<file path="config.mk">
export PLATFORM = sky130hd
export DESIGN_NAME = fp_to_int
export DESIGN_NICKNAME = d
export VERILOG_FILES = /design/src/rtl/fp_pkg.sv /design/src/rtl/fp_unpack.sv /design/src/rtl/fp_to_int.sv
export SDC_FILE = /design/constraint.sdc
export NUM_CORES = 1
export LEC_CHECK = 0
export BUFFER_PORTS_ARGS = -buffer_cell sky130_fd_sc_hd__buf_2
export CAP_MARGIN = 40
export CELL_PAD_IN_SITES_DETAIL_PLACEMENT = 1
export CELL_PAD_IN_SITES_GLOBAL_PLACEMENT = 2
export CORE_MARGIN = 10
export CORE_UTILIZATION = 36
export CTS_BUF_LIST = sky130_fd_sc_hd__clkbuf_16
export DETAILED_ROUTE_END_ITERATION = 8
export PLACE_DENSITY = 0.91
export SLEW_MARGIN = 20
export SYNTH_ARGS = -nofsm -noshare
export SYNTH_HDL_FRONTEND = slang
export SYNTH_HIERARCHICAL = 1
export SYNTH_SLANG_ARGS = --single-unit
</file>
<file path="constraint.sdc">
create_clock -name clk -period 9.55 [get_ports clk]
set_clock_uncertainty 0.05 [all_clocks]
set_input_delay 0.955 -clock clk [delete_from_list [all_inputs] [get_ports clk]]
set_output_delay 0.955 -clock clk [all_outputs]
set_load 0.01 [all_outputs]
</file>
<file path="src/rtl/fp_pkg.sv">
`default_nettype none
// ============================================================================
//  Module      : fp_pkg
//  Description : Shared floating-point format constants, converter state
//                encoding and operand class codes for the float<->int
//                conversion stages.
//  Revision    : 1.0 - initial release
// ============================================================================
package fp_pkg;

    // Single-precision field layout
    localparam int FP_PRECISION     = 32;
    localparam int FP_EXPONENT_SIZE = 8;
    localparam int FP_MANTISSA_SIZE = 23;
    localparam int FP_EXP_BIAS      = (2 ** (FP_EXPONENT_SIZE - 1)) - 1;

    // Converter sequencing states
    typedef enum logic [1:0] {
        ST_IDLE  = 2'd0,
        ST_SHIFT = 2'd1,
        ST_FIN   = 2'd2,
        ST_DONE  = 2'd3
    } fp_state_t;

    // Operand classification
    typedef enum logic [2:0] {
        CLS_ZERO   = 3'd0,
        CLS_DENORM = 3'd1,
        CLS_NAN    = 3'd2,
        CLS_INF    = 3'd3,
        CLS_NORMAL = 3'd4
    } fp_class_t;

endpackage : fp_pkg
`default_nettype wire

</file>
<file path="src/rtl/fp_unpack.sv">
`default_nettype none
// ============================================================================
//  Module      : fp_unpack
//  Description : Combinational field splitter. Extracts sign and mantissa,
//                classifies the operand and produces the signed unbiased
//                exponent (two bits wider than the exponent field).
//  Revision    : 1.0 - initial release
// ============================================================================
module fp_unpack
    import fp_pkg::*;
#(
    parameter int PRECISION     = FP_PRECISION,
    parameter int EXPONENT_SIZE = FP_EXPONENT_SIZE,
    parameter int MANTISSA_SIZE = FP_MANTISSA_SIZE,
    parameter int EXP_BIAS      = FP_EXP_BIAS
) (
    input  logic [PRECISION-1:0]            i_fp,
    output logic                            o_sign,
    output logic [MANTISSA_SIZE-1:0]        o_mant,
    output logic signed [EXPONENT_SIZE+1:0] o_exp,
    output fp_class_t                       o_class
);

    localparam int c_EW = EXPONENT_SIZE + 2;

    logic [EXPONENT_SIZE-1:0] w_exp_field;
    logic                     w_exp_zero;
    logic                     w_exp_ones;
    logic                     w_mant_zero;

    assign o_sign      = i_fp[PRECISION-1];
    assign w_exp_field = i_fp[PRECISION-2 -: EXPONENT_SIZE];
    assign o_mant      = i_fp[MANTISSA_SIZE-1:0];

    // Two guard bits keep both the full positive field range and the
    // most negative unbiased exponent representable.
    assign o_exp = $signed({2'b00, w_exp_field}) - $signed(c_EW'(EXP_BIAS));

    assign w_exp_zero  = (w_exp_field == '0);
    assign w_exp_ones  = &w_exp_field;
    assign w_mant_zero = (o_mant == '0);

    // Classify from the exponent extremes and mantissa emptiness
    always_comb begin
        o_class = CLS_NORMAL;
        if (w_exp_zero) begin
            o_class = w_mant_zero ? CLS_ZERO : CLS_DENORM;
        end else if (w_exp_ones) begin
            o_class = w_mant_zero ? CLS_INF : CLS_NAN;
        end
    end

endmodule : fp_unpack
`default_nettype wire

</file>
<file path="src/rtl/fp_to_int.sv">
`default_nettype none
// ============================================================================
//  Module      : fp_to_int
//  Description : Iterative float to signed integer converter, round toward
//                zero. One-bit-per-clock shifter, valid/ready handshakes on
//                both sides, invalid/inexact flags.
//  Revision    : 1.0 - initial release
// ============================================================================
module fp_to_int
    import fp_pkg::*;
#(
    parameter int INT_SIZE      = 32,
    parameter int PRECISION     = FP_PRECISION,
    parameter int EXPONENT_SIZE = FP_EXPONENT_SIZE,
    parameter int MANTISSA_SIZE = FP_MANTISSA_SIZE,
    parameter int EXP_BIAS      = (2 ** (EXPONENT_SIZE - 1)) - 1
) (
    input  logic                 clk,
    input  logic                 reset,
    input  logic                 in_valid,
    output logic                 in_ready,
    input  logic [PRECISION-1:0] fp_in,
    output logic                 out_valid,
    input  logic                 out_ready,
    output logic [INT_SIZE-1:0]  int_out,
    output logic                 flag_invalid,
    output logic                 flag_inexact
);

    localparam int c_SW = (INT_SIZE > MANTISSA_SIZE + 1) ? INT_SIZE : MANTISSA_SIZE + 1;
    localparam int c_EW = EXPONENT_SIZE + 2;
    localparam int c_DW = c_EW + 1;

    localparam logic signed [c_DW-1:0] c_EMAX    = c_DW'(INT_SIZE - 1);
    localparam logic signed [c_DW-1:0] c_MSZ     = c_DW'(MANTISSA_SIZE);
    localparam logic [c_DW-1:0]        c_CNT_ONE = c_DW'(1);
    localparam logic [INT_SIZE-1:0]    c_INT_MIN = {1'b1, {(INT_SIZE-1){1'b0}}};
    localparam logic [INT_SIZE-1:0]    c_INT_MAX = ~c_INT_MIN;

    // Unpacked operand
    logic                     w_sign;
    logic [MANTISSA_SIZE-1:0] w_mant;
    logic signed [c_EW-1:0]   w_exp;
    fp_class_t                w_class;

    // Accept-time decode
    logic signed [c_DW-1:0]   w_exp_x;
    logic signed [c_DW-1:0]   w_diff;
    logic                     w_left;
    logic [c_DW-1:0]          w_cnt_init;
    logic                     w_exact_min;
    logic                     w_overflow;
    logic                     w_do_shift;
    logic [INT_SIZE-1:0]      w_sat;
    logic [INT_SIZE-1:0]      w_mag;

    fp_state_t                r_state;
    fp_state_t                w_state_nxt;

    logic                     r_sign;
    logic [c_SW-1:0]          r_sr;
    logic                     r_left;
    logic [c_DW-1:0]          r_cnt;
    logic                     r_sticky;
    logic [INT_SIZE-1:0]      r_int_out;
    logic                     r_inv;
    logic                     r_inx;

    fp_unpack #(
        .PRECISION     (PRECISION),
        .EXPONENT_SIZE (EXPONENT_SIZE),
        .MANTISSA_SIZE (MANTISSA_SIZE),
        .EXP_BIAS      (EXP_BIAS)
    ) u_unpack (
        .i_fp    (fp_in),
        .o_sign  (w_sign),
        .o_mant  (w_mant),
        .o_exp   (w_exp),
        .o_class (w_class)
    );

    assign w_exp_x     = {w_exp[c_EW-1], w_exp};
    assign w_diff      = w_exp_x - c_MSZ;
    assign w_left      = ~w_diff[c_DW-1];
    assign w_cnt_init  = w_left ? w_diff : -w_diff;
    // -2^(INT_SIZE-1) is the one value at the top exponent that still fits
    assign w_exact_min = w_sign & (w_exp_x == c_EMAX) & (w_mant == '0);
    assign w_overflow  = (w_exp_x >= c_EMAX) & ~w_exact_min;
    assign w_do_shift  = (w_class == CLS_NORMAL) & ~w_exp_x[c_DW-1] & ~w_overflow;
    assign w_sat       = w_sign ? c_INT_MIN : c_INT_MAX;
    assign w_mag       = r_sr[INT_SIZE-1:0];

    assign int_out      = r_int_out;
    assign flag_invalid = r_inv;
    assign flag_inexact = r_inx;

    // State register
    always_ff @(posedge clk) begin
        if (reset) begin
            r_state <= ST_IDLE;
        end else begin
            r_state <= w_state_nxt;
        end
    end

    // Next-state and handshake outputs. The final shift and the exit from
    // SHIFT share one edge, and a zero-length shift skips SHIFT entirely,
    // so a normal operand takes n+2 cycles to reach DONE.
    always_comb begin
        w_state_nxt = r_state;
        in_ready    = 1'b0;
        out_valid   = 1'b0;
        case (r_state)
            ST_IDLE: begin
                in_ready = 1'b1;
                if (in_valid) begin
                    if (!w_do_shift) begin
                        w_state_nxt = ST_DONE;
                    end else if (w_cnt_init == '0) begin
                        w_state_nxt = ST_FIN;
                    end else begin
                        w_state_nxt = ST_SHIFT;
                    end
                end
            end
            ST_SHIFT: begin
                if (r_cnt <= c_CNT_ONE) begin
                    w_state_nxt = ST_FIN;
                end
            end
            ST_FIN: begin
                w_state_nxt = ST_DONE;
            end
            ST_DONE: begin
                out_valid = 1'b1;
                if (out_ready) begin
                    w_state_nxt = ST_IDLE;
                end
            end
            default: begin
                w_state_nxt = ST_IDLE;
            end
        endcase
    end

    // Datapath: classify on accept, shift one bit per cycle, sign-apply at FIN
    always_ff @(posedge clk) begin
        if (reset) begin
            r_sign    <= 1'b0;
            r_sr      <= '0;
            r_left    <= 1'b0;
            r_cnt     <= '0;
            r_sticky  <= 1'b0;
            r_int_out <= '0;
            r_inv     <= 1'b0;
            r_inx     <= 1'b0;
        end else begin
            case (r_state)
                ST_IDLE: begin
                    if (in_valid) begin
                        r_sign <= w_sign;
                        r_inv  <= 1'b0;
                        r_inx  <= 1'b0;
                        case (w_class)
                            CLS_ZERO: begin
                                r_int_out <= '0;
                            end
                            CLS_DENORM: begin
                                r_int_out <= '0;
                                r_inx     <= 1'b1;
                            end
                            CLS_NAN: begin
                                r_int_out <= c_INT_MIN;
                                r_inv     <= 1'b1;
                            end
                            CLS_INF: begin
                                r_int_out <= w_sat;
                                r_inv     <= 1'b1;
                            end
                            default: begin
                                if (w_exp_x[c_DW-1]) begin
                                    r_int_out <= '0;
                                    r_inx     <= 1'b1;
                                end else if (w_overflow) begin
                                    r_int_out <= w_sat;
                                    r_inv     <= 1'b1;
                                end else begin
                                    r_sr     <= c_SW'({1'b1, w_mant});
                                    r_left   <= w_left;
                                    r_cnt    <= w_cnt_init;
                                    r_sticky <= 1'b0;
                                end
                            end
                        endcase
                    end
                end
                ST_SHIFT: begin
                    if (r_cnt != '0) begin
                        r_cnt <= r_cnt - c_CNT_ONE;
                        if (r_left) begin
                            r_sr <= {r_sr[c_SW-2:0], 1'b0};
                        end else begin
                            r_sr     <= {1'b0, r_sr[c_SW-1:1]};
                            r_sticky <= r_sticky | r_sr[0];
                        end
                    end
                end
                ST_FIN: begin
                    r_int_out <= r_sign ? -w_mag : w_mag;
                    r_inx     <= r_sticky;
                end
                default: begin
                end
            endcase
        end
    end

endmodule : fp_to_int
`default_nettype wire

</file>
# == Word level (Yosys, flattened, before mapping) ==
# Index checks and enable logic that the tools add are counted.
# totals
input_bits,36
output_inout_bits,36
ff_bits,82
# classes
eq_ne,17
add_sub_neg,5
order_cmp,2
n_mux,47
n_reduce_logical,20
bitwise_logic,11
# op_table
cell,count
$mux 32,11
$pmux 32 s2,2
$pmux 32 s3,1
$mux 11,6
$neg 32->32,1
$logic_not 23->1,1
$pmux 11 s2,1
$ne 2x2->1 const B,8
$mux 1,14
$le 11x1->1 const B,1
$logic_not 11->1,1
$neg 11->11,1
$reduce_bool 11->1,1
$sub 11x1->11 const B,1
$mux 2,5
$sub 9x6->10 const B,1
$eq 9x6->1 const B,1
$ge 9x6->1 const B,1
$sub 8x7->9 const B,1
$logic_not 8->1,1
$pmux 1 s2,4
$pmux 2 s4,1
$reduce_and 8->1,1
$reduce_and 7->1,1
20 further kinds,35

# == Longest topological paths before layout ==
# Gate-level depths: netlist (run 1).
# depth
ltp_word,11
mapped_depth,13
mapped_depth_nobuf,12

# == Modules after synthesis ==
# The synthesis (run 1) kept the hierarchy.
# by_module_without_submodules
mod,n_inst,cells_each,area_per_inst_um2
fp_to_int,1,720,5355.1
fp_unpack,1,56,409.1

# == Worst setup path before layout (run 1) ==
# Ideal clock, no wire load.
# synth_timing
kind,in2reg
startpoint,input port fp_in[23]
endpoint,register r_int_out[10] (netlist: int_out[10])
cell_stages,11
setup_slack_ns,5.796
t_arrival_ns,3.618
setup_time_ns,0.086
t_required_ns,9.414
path_cell_list,inv_1 ha_1 or4b_1 nor4_2 nor2_1 nor2b_1 nand2_1 a211oi_1 clkbuf_1 a21oi_1 a211oi_1
# synth_via
elab_chain_len,8
elab_cells_between_ends,22
classes_between,1 x add/sub; 1 x order compare; 5 x eq/ne; 6 x mux; 4 x bitwise; 5 x reduce/logical
# synth_lines
element,line_no,text
start: declaration,fp_to_int.sv:22,"input logic [PRECISION-1:0] fp_in,"
$reduce_and 8->1,fp_unpack.sv:40,assign w_exp_ones = &w_exp_field;
$mux 3,fp_unpack.sv:48,end else if (w_exp_ones) begin
$mux 3 *,fp_unpack.sv:46,if (w_exp_zero) begin
via w_class[2],fp_to_int.sv:44,fp_class_t w_class;
$eq 3x1->1 / $logic_not 3->1 (equally long branches),fp_to_int.sv:164,case (w_class)
$reduce_or 2->1 (no line),n/a,
$pmux 32 s3,fp_to_int.sv:164,
$mux 32,fp_to_int.sv:160,if (in_valid) begin
$pmux 32 s2,fp_to_int.sv:158,case (r_state)
end signal: assignment,fp_to_int.sv:173,r_int_out <= c_INT_MIN;
end signal: assignment,fp_to_int.sv:177,r_int_out <= w_sat;
end signal: assignment,fp_to_int.sv:185,r_int_out <= w_sat;
end: declaration,fp_to_int.sv:65,logic [INT_SIZE-1:0] r_int_out;
# Mark *: on every way through the listed nets, which the timed path passes. The rest lies on a longest branch. The select of a mux whose other input is x is not followed.
# A chain may end at the register's enable or synchronous reset.

# == Final worst setup path (run 1) ==
# layout_timing
startpoint,input port fp_in[23]
endpoint,register r_int_out[14] (netlist: int_out[14])
# layout_via
elab_chain_len,8
elab_cells_between_ends,22
classes_between,1 x add/sub; 1 x order compare; 5 x eq/ne; 6 x mux; 4 x bitwise; 5 x reduce/logical
# layout_lines
element,line_no,text
$sub 8x7->9 *,fp_unpack.sv:37,"assign o_exp = $signed({2'b00, w_exp_field}) - $signed(c_EW'(EXP_BIAS));"
via w_exp[4],fp_to_int.sv:43,logic signed [c_EW-1:0] w_exp;
branches (longest 4 deep; another with $ge 9x6->1),n/a,
$and 1x1->1 *,fp_to_int.sv:88,assign w_overflow = (w_exp_x >= c_EMAX) & ~w_exact_min;
$ne 6x5->1 (no line) *,n/a,
$reduce_and 3->1 (no line) *,n/a,
# Mark *: on every way through the listed nets, which the timed path passes. The select of a mux whose other input is x is not followed.

==> results of run 1 <==
-- per-stage QoR --
stage	power, mW	cells	instance area, um^2
6_report	2.070	1005	6421
5_1_grt	2.246	1005	6421
4_1_cts	2.071	1002	6366
3_5_place_dp	1.708	987	6073
3_3_place_gp	1.645	984	6053
2_1_floorplan	1.375	776	5764
-- state kept, by name (all words and copies together), names as in the netlist --
| register | count |
|---|---|
| r_sticky | 1 |
| flag_invalid | 1 |
| flag_inexact | 1 |
| int_out | 32 |
| r_sr | 32 |
| r_sign | 1 |
| r_left | 1 |
| r_cnt | 11 |
| r_state | 2 |
-- cell families (layout without fill, tap and decap cells) --
logic type / count (synthesis) / in the layout / share of synthesized area [%]
AOI/OAI and AO/OA: 212 / 212 / 23.27
xor gates and xnor gates: 47 / 47 / 7.141
adders and majority gates: 10 / 10 / 2.171
buffers and inverters: 104 / 117 / 8.574
DFF: 82 / 82 / 28.48
muxes: 33 / 33 / 5.947
and+or+nand+nor: 288 / 288 / 24.42
-- worst max-delay path: cells and delay by family --
family	cells	cell delay (ns)
simple gates	5	0.90
compound gates	3	0.82
buf+inv	3	0.81
xor+xnor	1	0.38
fa+ha+maj	1	0.21
-- layout by cell type (no fill, tap or decap), drive strengths merged, types with 3 or more instances in the layout --
master / instances
nand2: 89
a21oi: 88
buf: 86
dfxtp: 82
nor2: 67
xnor2: 35
nor3: 32
o21ai: 29
o211ai: 24
mux2i: 23
a211oi: 23
nor4: 21
inv: 17
nand3: 16
xor2: 12
nand2b: 11
or4: 11
mux2: 10
ha: 10
nor2b: 9
clkbuf: 9
o31ai: 9
o22ai: 5
and2: 5
nand4: 5
o41ai: 5
and3: 4
nor3b: 4
or3: 4
a21o: 3
a311oi: 3
o21a: 3
-- cell type report --
cell class              count  area, um^2  share of cell area (%)
inverters                  16       60.06                  0.9353
clock inverters             6       67.56                   1.052
flip-flops and latches     82        1642                   25.57
clock buffers               9       225.2                   3.507
repair buffers             86       498.0                   7.755
multi-input cells         590        3659                   56.98
well taps                 216       270.3                   4.209
-- worst max-delay path by stage --
stage	from	endpoint	slack (ns)	depth (start not counted)
after floorplan	fp_in[23]	int_out[10]	5.80	11
after global placement	fp_in[23]	int_out[22]	5.01	12
after detailed placement	fp_in[23]	r_state[0]	5.15	12
after CTS	fp_in[23]	r_state[0]	5.50	12
after global routing	fp_in[23]	int_out[21]	5.29	13
final	fp_in[23]	int_out[14]	5.63	13
-- per-layer routing --
metal | track usage, % | vias up | wire length [um]
met4 | 5.255 | 0 | 380
met3 | 4.048 | 20 | 661
li1 | - | 2787 | -
met1 | 19.35 | 2759 | 8165
met2 | 29.46 | 90 | 9191
met5 | 0 | - | 0
-- power breakdown --
group | internal [mW] | switching (mW)
Sequential | 0.464 | 0.135
Clock | 0.202 | 0.155
Combinational | 0.403 | 0.710
Total | 1.07 | 1.00
==> run metrics, run 1 <==
IO Pins=72; sequential area share after synthesis=28.48%; Pre-antenna DRT Iters=4; synth cell count leaders=nand2_1, a21oi_1, dfxtp_1, nor2_1, clkbuf_1; max incr delay on CP=0.42 ns; Power Density=322.3 nW/um^2; Crit. End Element=register; Die Y=146.5 um; Setup TNS=0 ns; Fmax=255.4 MHz; CTS Buf Count=9; worst r2r src=r_sr[2]; RSZ-0062 raised after global routing=no; Startpoint Class=input port; CTS sink count=82; most common cell in the netlist=nand2_1; grt ovf=0; Ys Warns=6; Die W=146.5 um; Routed Antenna Nets=0; TritonCTS clock tree=yes; layout cell share with drive strength beyond 1=15.46%; Synth-to-Final Area Change=11.40%; DR vias/cell=5.628; Critical Path AT=4.10 ns; WL/cell=18.31 um; CP max FO=47; Mean Syn Cell Area=7.428 um^2; Starting Density=36.55%; Slew Viols, Final=0; DRC violations left=0; Hold Buf Count CTS=0; Util after Layout=40.72%; synthesized flop and latch total=82; number of global-route vias before repair=5782; status=finished, final reports clean; H-tree depth=3; class of the most critical setup path=input port to register; worst skew pair latency=0.35 ns; CTS root buffer=clkbuf_16; Syn Inst Count=776; fin crit period=3.915 ns; Final Hold Viols=0; largest area contributor in the netlist=dfxtp_1; WHS=0.4062 ns; via count=5656; Max-slew headroom=43.30%; WP data required=9.73 ns; antenna violations before repair=0; Fill cells=1979; Synthesized Nets=822; Placer Congestion=0.8491; Reg2Reg Depth=7; Post-Syn Area=5764 um^2; first-pass GRT wire length=29.99 mm; worst hold-check path type=register to register; worst setup margin=5.635 ns; peak supply drop=0.1435 mV; Routed WL=18.40 mm; Worst R2R End=int_out[28]; DR iter-0 viols=277; Die Area=21470 um^2; CTS Buffer Depth=2; Post-synth EDFFs=0; ANT cells=0; Nets=831; Yosys top cell area share=28.48%; Final Cycle Share=41.00%; Slew @ Worst Pin=0.8416 ns; main flop type after synthesis=dfxtp_1; CP Cell Sequence=buf_2, ha_1, and3_1, xor2_1, buf_4, nand2_1, nor2_1, o21ai_0, a41oi_4, buf_4, nand2_1, a21oi_1, nor3_1; number of buffers added for setup after CTS=0; Port Buffer Count=71; Final setup viols=0; worst slack, placed=5.153 ns; CTS resizes=0; detailed placer's ending HPWL=13.43 mm; CTS clk-pin slew, worst paths=0.06 ns; GRT Total Usage=16.68%; Crit-path slowest cell=buf_4; worst hold path depth=2; Core Area=15770 um^2; synth unique cells=62; setup slack, reg-to-reg=6.56 ns; Hold Path Sink=int_out[31]; Leakage=2.339 nW; hold_sp=int_out[31]; Site Rows=46; Max-Cap Viols=0; leading post-synthesis cells by cell area=dfxtp_1, a21oi_1, nand2_1, xnor2_1, nor2_1; Async S/R FF share, synth=0%; largest net degree at the start of global routing=87
(Power assumes the default switching activity.)
==> run 2: changes to the inputs <==
--- a/config.mk
+++ b/config.mk
@@ -10,10 +10,10 @@
 export CELL_PAD_IN_SITES_DETAIL_PLACEMENT = 1
 export CELL_PAD_IN_SITES_GLOBAL_PLACEMENT = 2
 export CORE_MARGIN = 10
-export CORE_UTILIZATION = 36
+export CORE_UTILIZATION = 31
 export CTS_BUF_LIST = sky130_fd_sc_hd__clkbuf_16
 export DETAILED_ROUTE_END_ITERATION = 8
-export PLACE_DENSITY = 0.91
+export PLACE_DENSITY = 0.84
 export SLEW_MARGIN = 20
 export SYNTH_ARGS = -nofsm -noshare
 export SYNTH_HDL_FRONTEND = slang
==> constraint.sdc (replaced) <==
create_clock -name clk -period 3.2 [get_ports clk]
set_clock_uncertainty 0.05 [all_clocks]
set_input_delay 0.32 -clock clk [delete_from_list [all_inputs] [get_ports clk]]
set_output_delay 0.32 -clock clk [all_outputs]
set_load 0.01 [all_outputs]
==> run 2 against run 1 <==
  * Non-clock buffer count rose by 16
  * Combinational power rose to 3.2 times the previous value
  * Final cell count rose by 3.0%
  * Largest power group unchanged
  * Highest routed layer unchanged
  * Critical endpoint is now int_out[28]
  * Clock-buffer cell count did not move
  * Sequential share of layout area fell by 0.60 points
  * Via count fell by 2.1%
  * Wire length fell by 3.0%
==> run metrics, run 2 (synthesis gave the netlist of run 1 again) <==
Core Area=18150 um^2 (+15%); H-tree depth=3 (unchanged); Power Density=949.5 nW/um^2 (+190%); Synth-to-Final Area Change=14.07%; TritonCTS clock tree=yes; Starting Density=31.76% (-4.8 points); Logic pwr share=56.1% (+2.3 points); Site Rows=49 (+6.5%); CP max FO=7 (-85%); origin of the worst setup path=r_sr[8]; Critical path buffers and inverters=0 (-3); commonest non-fill, non-tap cells in the layout=nand2_1, a21oi_1, dfxtp_1; peak supply drop=0.3136 mV (+120%); grt ovf=0 (unchanged); Crit. End Element=register; Worst path depth=7 (-6); ANT cells=0 (unchanged); Critical Path AT=2.93 ns (-1.17 ns); worst skew pair latency=0.35 ns (about the same); DR iter-0 viols=197 (-29%); setup slack, reg-to-reg=0.50 ns (-6.06 ns); CP Capture Point=int_out[28]; Routed WL=17.84 mm (-3.0%); fin crit period=2.702 ns; Placer Congestion=0.8408 (-0.98%); WHS=0.2491 ns (-0.1570 ns); CP Cell Sequence=or4_1, or4_1, or4_4, o31ai_4, xnor2_1, a211oi_2, nor3_1; Int Pwr=3.282 mW (+210%); Worst R2R End=int_out[28]; Final Cycle Share=84.43%; worst r2r src=r_sr[8]; CTS clk-pin slew, worst paths=0.07 ns (about the same); CTS resizes=0 (unchanged); number of global-route vias before repair=5493 (-5.0%); Routed Antenna Nets=0 (unchanged); RSZ-0062 raised after global routing=no; detailed placer's ending HPWL=13.19 mm (-1.8%); Flop pwr share=27.7% (-1.3 points); CTS root buffer=clkbuf_16; GRT Total Usage=14.43% (-2.2 points); Slew Viols, Final=0 (unchanged); Pre-antenna DRT Iters=4 (unchanged); max incr delay on CP=0.57 ns (+0.15 ns); Fmax=370.1 MHz; DRC violations left=0 (unchanged); Die Area=24450 um^2 (+14%); CTS sink count=82 (unchanged); clock power share=16.2% (-1.0 points); Reg2Reg Depth=7 (unchanged); Hold Buf Count CTS=0 (unchanged); CTS Buffer Depth=2 (unchanged); NetSw=2.961 mW (+200%); layout cell share with drive strength beyond 1=17.25% (+1.8 points); Nets=847 (+1.9%); Die Y=156.4 um (+6.7%); Die W=156.4 um (+6.7%); Startpoint Class=register; Final setup viols=0 (unchanged); status=finished, final reports clean; Leakage=2.429 nW (+3.8%); commonest non-fill, non-tap cell in the layout=nand2_1; CTS Buf Count=9 (unchanged); number of buffers added for setup after CTS=0 (unchanged); Max-Cap Viols=0 (unchanged); Max-slew headroom=45.88% (+2.6 points); Port Buffer Count=71 (unchanged); Slew @ Worst Pin=0.8033 ns (-0.03829 ns); largest net degree at the start of global routing=52 (-40%); Most common cell on crit path=or4_1; DR vias/cell=5.353 (-4.9%); class of the most critical setup path=register to register; Final Hold Viols=0 (unchanged); Fill cells=2264 (+14%); WL/cell=17.24 um (-5.8%); first-pass GRT wire length=29.21 mm (-2.6%); Setup TNS=0 ns (unchanged); worst hold-check path type=input port to register; Sw Share=47.43% (-0.88 points); via count=5540 (-2.1%); antenna violations before repair=0 (unchanged); Crit-path slowest cell=or4_1; IO Pins=72 (unchanged); WP data required=3.43 ns (-6.30 ns); Crit path max-delay family=simple AND/OR/NAND/NOR gates
-- run 2: cell types whose count changed in the layout (fill, tap and decap cells not counted) --
cell        change
buf_4          +14
buf_12          +4
buf_16          -1
buf_2           -1
bufinv_16       -1
clkinv_2        +1
clkinv_4        +1
clkinvlp_4      -1
inv_6           +1
-- run 2: cell type report --
| cell class | count | area (um^2) | area share, % |
|---|---|---|---|
| well taps | 229 | 286.5 | 4.358 |
| repair buffers | 102 | 650.6 | 9.895 |
| inverters | 16 | 60.06 | 0.9134 |
| clock inverters | 7 | 52.55 | 0.7992 |
| clock buffers | 9 | 225.2 | 3.425 |
| multi-input cells | 590 | 3659 | 55.64 |
| flip-flops and latches | 82 | 1642 | 24.97 |
-- run 2: worst min-delay path by stage --
stage	depth (start not counted)	start	endpoint
2_1_floorplan	2	r_cnt[10]	r_cnt[10]
3_3_place_gp	2	r_cnt[10]	r_cnt[10]
3_5_place_dp	2	r_cnt[10]	r_cnt[10]
4_1_cts	3	fp_in[0]	r_sr[0]
5_1_grt	3	fp_in[31]	r_sign
6_report	3	fp_in[0]	r_sr[0]
-- run 2: layer usage --
metal | GRT usage, % | vias up | part of all wire, %
met5 | 0 | - | 0
met4 | 3.640 | 0 | 1.2
met3 | 2.796 | 11 | 3.4
met2 | 24.23 | 67 | 47
met1 | 18.55 | 2637 | 49
li1 | - | 2825 | -
-- run 2: stage by stage --
step                total power [mW]  instances  utilization (%)  setup WS (ns)  cell area [um^2]
floorplan                      4.104        776                -        0.08140              5764
global placement               5.229       1018            34.59         0.1258              6277
detailed placement             5.263       1019            34.70         0.1190              6297
CTS                            6.303       1035            36.23         0.4828              6575
global route                   6.818       1035            36.23         0.1476              6575
finish                         6.243       1035            36.23         0.4981              6575
-- run 2: worst min-delay path, stage by stage --
cell and delay [ns]:
buf_2 0.13, nand2b_1 0.07, a311oi_1 0.08
-- run 2: power by group through the flow --
stage | registers (mW) | clock network [mW] | logic [mW]
6_report | 1.73 | 1.01 | 3.50
5_1_grt | 1.79 | 1.08 | 3.94
4_1_cts | 1.73 | 1.04 | 3.54
3_5_place_dp | 1.75 | 0 | 3.51
3_3_place_gp | 1.74 | 0 | 3.48
2_1_floorplan | 1.73 | 0 | 2.37
==> run 3: changes to the inputs <==
--- a/config.mk
+++ b/config.mk
@@ -5,15 +5,16 @@
 export SDC_FILE = /design/constraint.sdc
 export NUM_CORES = 1
 export LEC_CHECK = 0
+export ABC_AREA = 1
 export BUFFER_PORTS_ARGS = -buffer_cell sky130_fd_sc_hd__buf_2
 export CAP_MARGIN = 40
 export CELL_PAD_IN_SITES_DETAIL_PLACEMENT = 1
 export CELL_PAD_IN_SITES_GLOBAL_PLACEMENT = 2
 export CORE_MARGIN = 10
-export CORE_UTILIZATION = 31
+export CORE_UTILIZATION = 32
 export CTS_BUF_LIST = sky130_fd_sc_hd__clkbuf_16
 export DETAILED_ROUTE_END_ITERATION = 8
-export PLACE_DENSITY = 0.84
+export PLACE_DENSITY = 0.87
 export SLEW_MARGIN = 20
 export SYNTH_ARGS = -nofsm -noshare
 export SYNTH_HDL_FRONTEND = slang
==> constraint.sdc (replaced) <==
create_clock -name clk -period 2.6 [get_ports clk]
set_clock_uncertainty 0.05 [all_clocks]
set_input_delay 0.26 -clock clk [delete_from_list [all_inputs] [get_ports clk]]
set_output_delay 0.26 -clock clk [all_outputs]
set_load 0.01 [all_outputs]
==> run 3 against run 2 <==
  * Wire length increased by 11%
  * Combinational power grew 13%
  * Critical endpoint is now r_sr[15]
  * Total power increased by 16%
  * First-iteration DRC count up 73%
  * Clock-buffer cell count is the same
  * Die area down 2.6%
  * Largest cell class unchanged
  * Utilization increased by 0.66 points
  * Synthesized area up 0.20%
  * Sequential power rose by 13%
  * Critical path depth up 1
  * Via count grew 11%
==> run metrics, run 3 <==
layout cell share with drive strength beyond 1=15.98% (-1.3 points); CP max FO=27 (+20); ANT cells=0 (unchanged); Placer Congestion=0.8404 (about the same); CTS sink count=82 (unchanged); max incr delay on CP=0.42 ns (-0.15 ns); Power Total=7.250 mW (+16%); DRC violations left=0 (unchanged); leading post-synthesis cells by cell area=dfxtp_1, nand2_1, o21ai_0, a21oi_1, inv_1; Synth-to-Final Area Change=13.97% (about the same); largest area contributor in the netlist=dfxtp_1; Async S/R FF share, synth=0% (unchanged); Nets=986 (+16%); Final setup viols=0 (unchanged); status=finished, final reports clean; Mean Syn Cell Area=6.417 um^2 (-14%); Worst path depth=8 (+1); first-pass GRT wire length=33.15 mm (+14%); Crit path max-delay family=buffers and inverters; Leakage=2.957 nW (+22%); commonest non-fill, non-tap cells in the layout=nand2_1, o21ai_0, a21oi_1; antenna violations before repair=0 (unchanged); number of global-route vias before repair=6433 (+17%); worst slack, placed=-0.05869 ns (-0.1777 ns); Die Y=154.3 um (-1.3%); grt ovf=0 (unchanged); Site Rows=49 (unchanged); WP data required=2.84 ns (-0.59 ns); TritonCTS clock tree=yes; via count=6156 (+11%); largest net degree at the start of global routing=61 (+17%); DR vias/cell=5.244 (-2.0%); Routed WL=19.81 mm (+11%); Syn Inst Count=900 (+16%); Starting Density=32.37% (+0.61 points); CTS resizes=0 (unchanged); worst skew pair latency=0.36 ns (about the same); CTS root buffer=clkbuf_16; WL/cell=16.87 um (-2.1%); Die Area=23820 um^2 (-2.6%); Crit-path slowest cell=nor2_1; most common cell in the netlist=nand2_1; Max-slew headroom=62.31% (+16 points); GRT Total Usage=16.66% (+2.2 points); Slew @ Worst Pin=0.5647 ns (-0.2386 ns); IO Pins=72 (unchanged); Fmax=421.6 MHz (+14%); CTS Buffer Depth=2 (unchanged); Post-Syn Area=5776 um^2 (+0.20%); detailed placer's ending HPWL=15.03 mm (+14%); Die W=154.3 um (-1.3%); Setup TNS=0 ns (unchanged); Hold Buf Count CTS=0 (unchanged); worst hold-check path type=input port to register; sequential area share after synthesis=28.42% (-0.056 points); Post-synth EDFFs=0 (unchanged); main flop type after synthesis=dfxtp_1; synth unique cells=43 (-31%); Crit. End Element=register; RSZ-0062 raised after global routing=no; CTS Buf Count=9 (unchanged); commonest non-fill, non-tap cell in the layout=nand2_1; Most common cell on crit path=inv_2; Yosys top cell area share=28.42% (-0.056 points); class of the most critical setup path=register to register; Power Density=1101 nW/um^2 (+16%); Max-Cap Viols=0 (unchanged); Pre-antenna DRT Iters=4 (unchanged); Routed Antenna Nets=0 (unchanged); synth cell count leaders=nand2_1, o21ai_0, a21oi_1, inv_1; DR iter-0 viols=340 (+73%); synthesized flop and latch total=82 (unchanged); Core Area=17840 um^2 (-1.7%); Ys Warns=6 (unchanged); Critical path buffers and inverters=3 (+3); CP Cell Sequence=inv_1, ha_1, inv_2, nor2_1, inv_2, o221ai_1, o21ai_0, a21oi_1; peak supply drop=0.4363 mV (+39%); Final Cycle Share=91.24% (+6.8 points); Startpoint Class=register; worst hold path depth=3 (unchanged); Synthesized Nets=946 (+15%); H-tree depth=3 (unchanged); CTS clk-pin slew, worst paths=0.07 ns (about the same); worst setup margin=0.2279 ns (-0.2703 ns); number of buffers added for setup after CTS=0 (unchanged); Port Buffer Count=71 (unchanged); Final Hold Viols=0 (unchanged); Slew Viols, Final=0 (unchanged); fin crit period=2.372 ns (-0.3297 ns); Reg2Reg Depth=8 (+1); Critical Path AT=2.62 ns (-0.31 ns)
run 3: cell count changes after synthesis, sizes merged, moves of 20 or more:
cell    previous run  this run
inv               16       102
nand2             89       168
o21ai             29       105
nand3             16        69
clkbuf            59        22
xnor2             35         0
mux2i             23         0
nor2              67        87
run 3: where the power goes:
| part | switching [mW] | internal (mW) |
|---|---|---|
| sequential | 0.296 | 1.67 |
| clock | 0.592 | 0.760 |
| combinational | 2.61 | 1.33 |
| total | 3.49 | 3.76 |
run 3: layout make-up:
cell class              instances  area [um^2]
multi-input cells             649         3376
flip-flops and latches         82         1642
clock inverters                 7        81.33
inverters                     103        386.6
well taps                     229        286.5
fillers                      2334        11260
clock buffers                   9        225.2
repair buffers                 95        585.6
run 3: tightest hold or removal path: stages:
cell	delay [ns]
buf_2	0.14
o21ai_0	0.16
a21oi_1	0.05
run 3: metrics by stage:
stage | util, % | cell area [um^2] | hold WS, ns | std cells
floorplan | - | 5776 | 0.3785 | 900
global placement | 35.18 | 6276 | 0.3900 | 1158
detailed placement | 35.18 | 6276 | 0.3930 | 1158
CTS | 36.90 | 6583 | 0.2482 | 1174
global route | 36.90 | 6583 | 0.2996 | 1174
finish | 36.90 | 6583 | 0.2544 | 1174
run 3: path summary, 6_finish.rpt:
| check | start | end | slack (ns) |
|---|---|---|---|
| worst max register to register | r_state[1] | r_sr[15] | 0.23 |
| worst max-delay path | r_state[1] | r_sr[15] | 0.23 |
| worst min register to register | r_sticky | r_sticky | 0.40 |
| worst min-delay path | fp_in[31] | r_sign | 0.25 |
run 3: per-layer routing:
layer	vias to the layer above	global-route usage, %	wire length (um)
li1	3097	-	-
met1	2965	19.88	8839
met2	83	29.89	9943
met3	11	2.801	862
met4	0	4.633	160
met5	-	0	0
run 3: logic make-up (layout without fill, tap and decap cells):
kind of cell             Yosys count  after routing  synth area share [%]
AND/OR/NAND/NOR                  368            368                 29.40
AO/OA/AOI/OAI                    255            255                 24.37
buffers and inverters            169            214                 13.21
flip-flops                        82             82                 28.42
XOR/XNOR                          16             16                 2.426
adder cells (fa/ha/maj)           10             10                 2.166
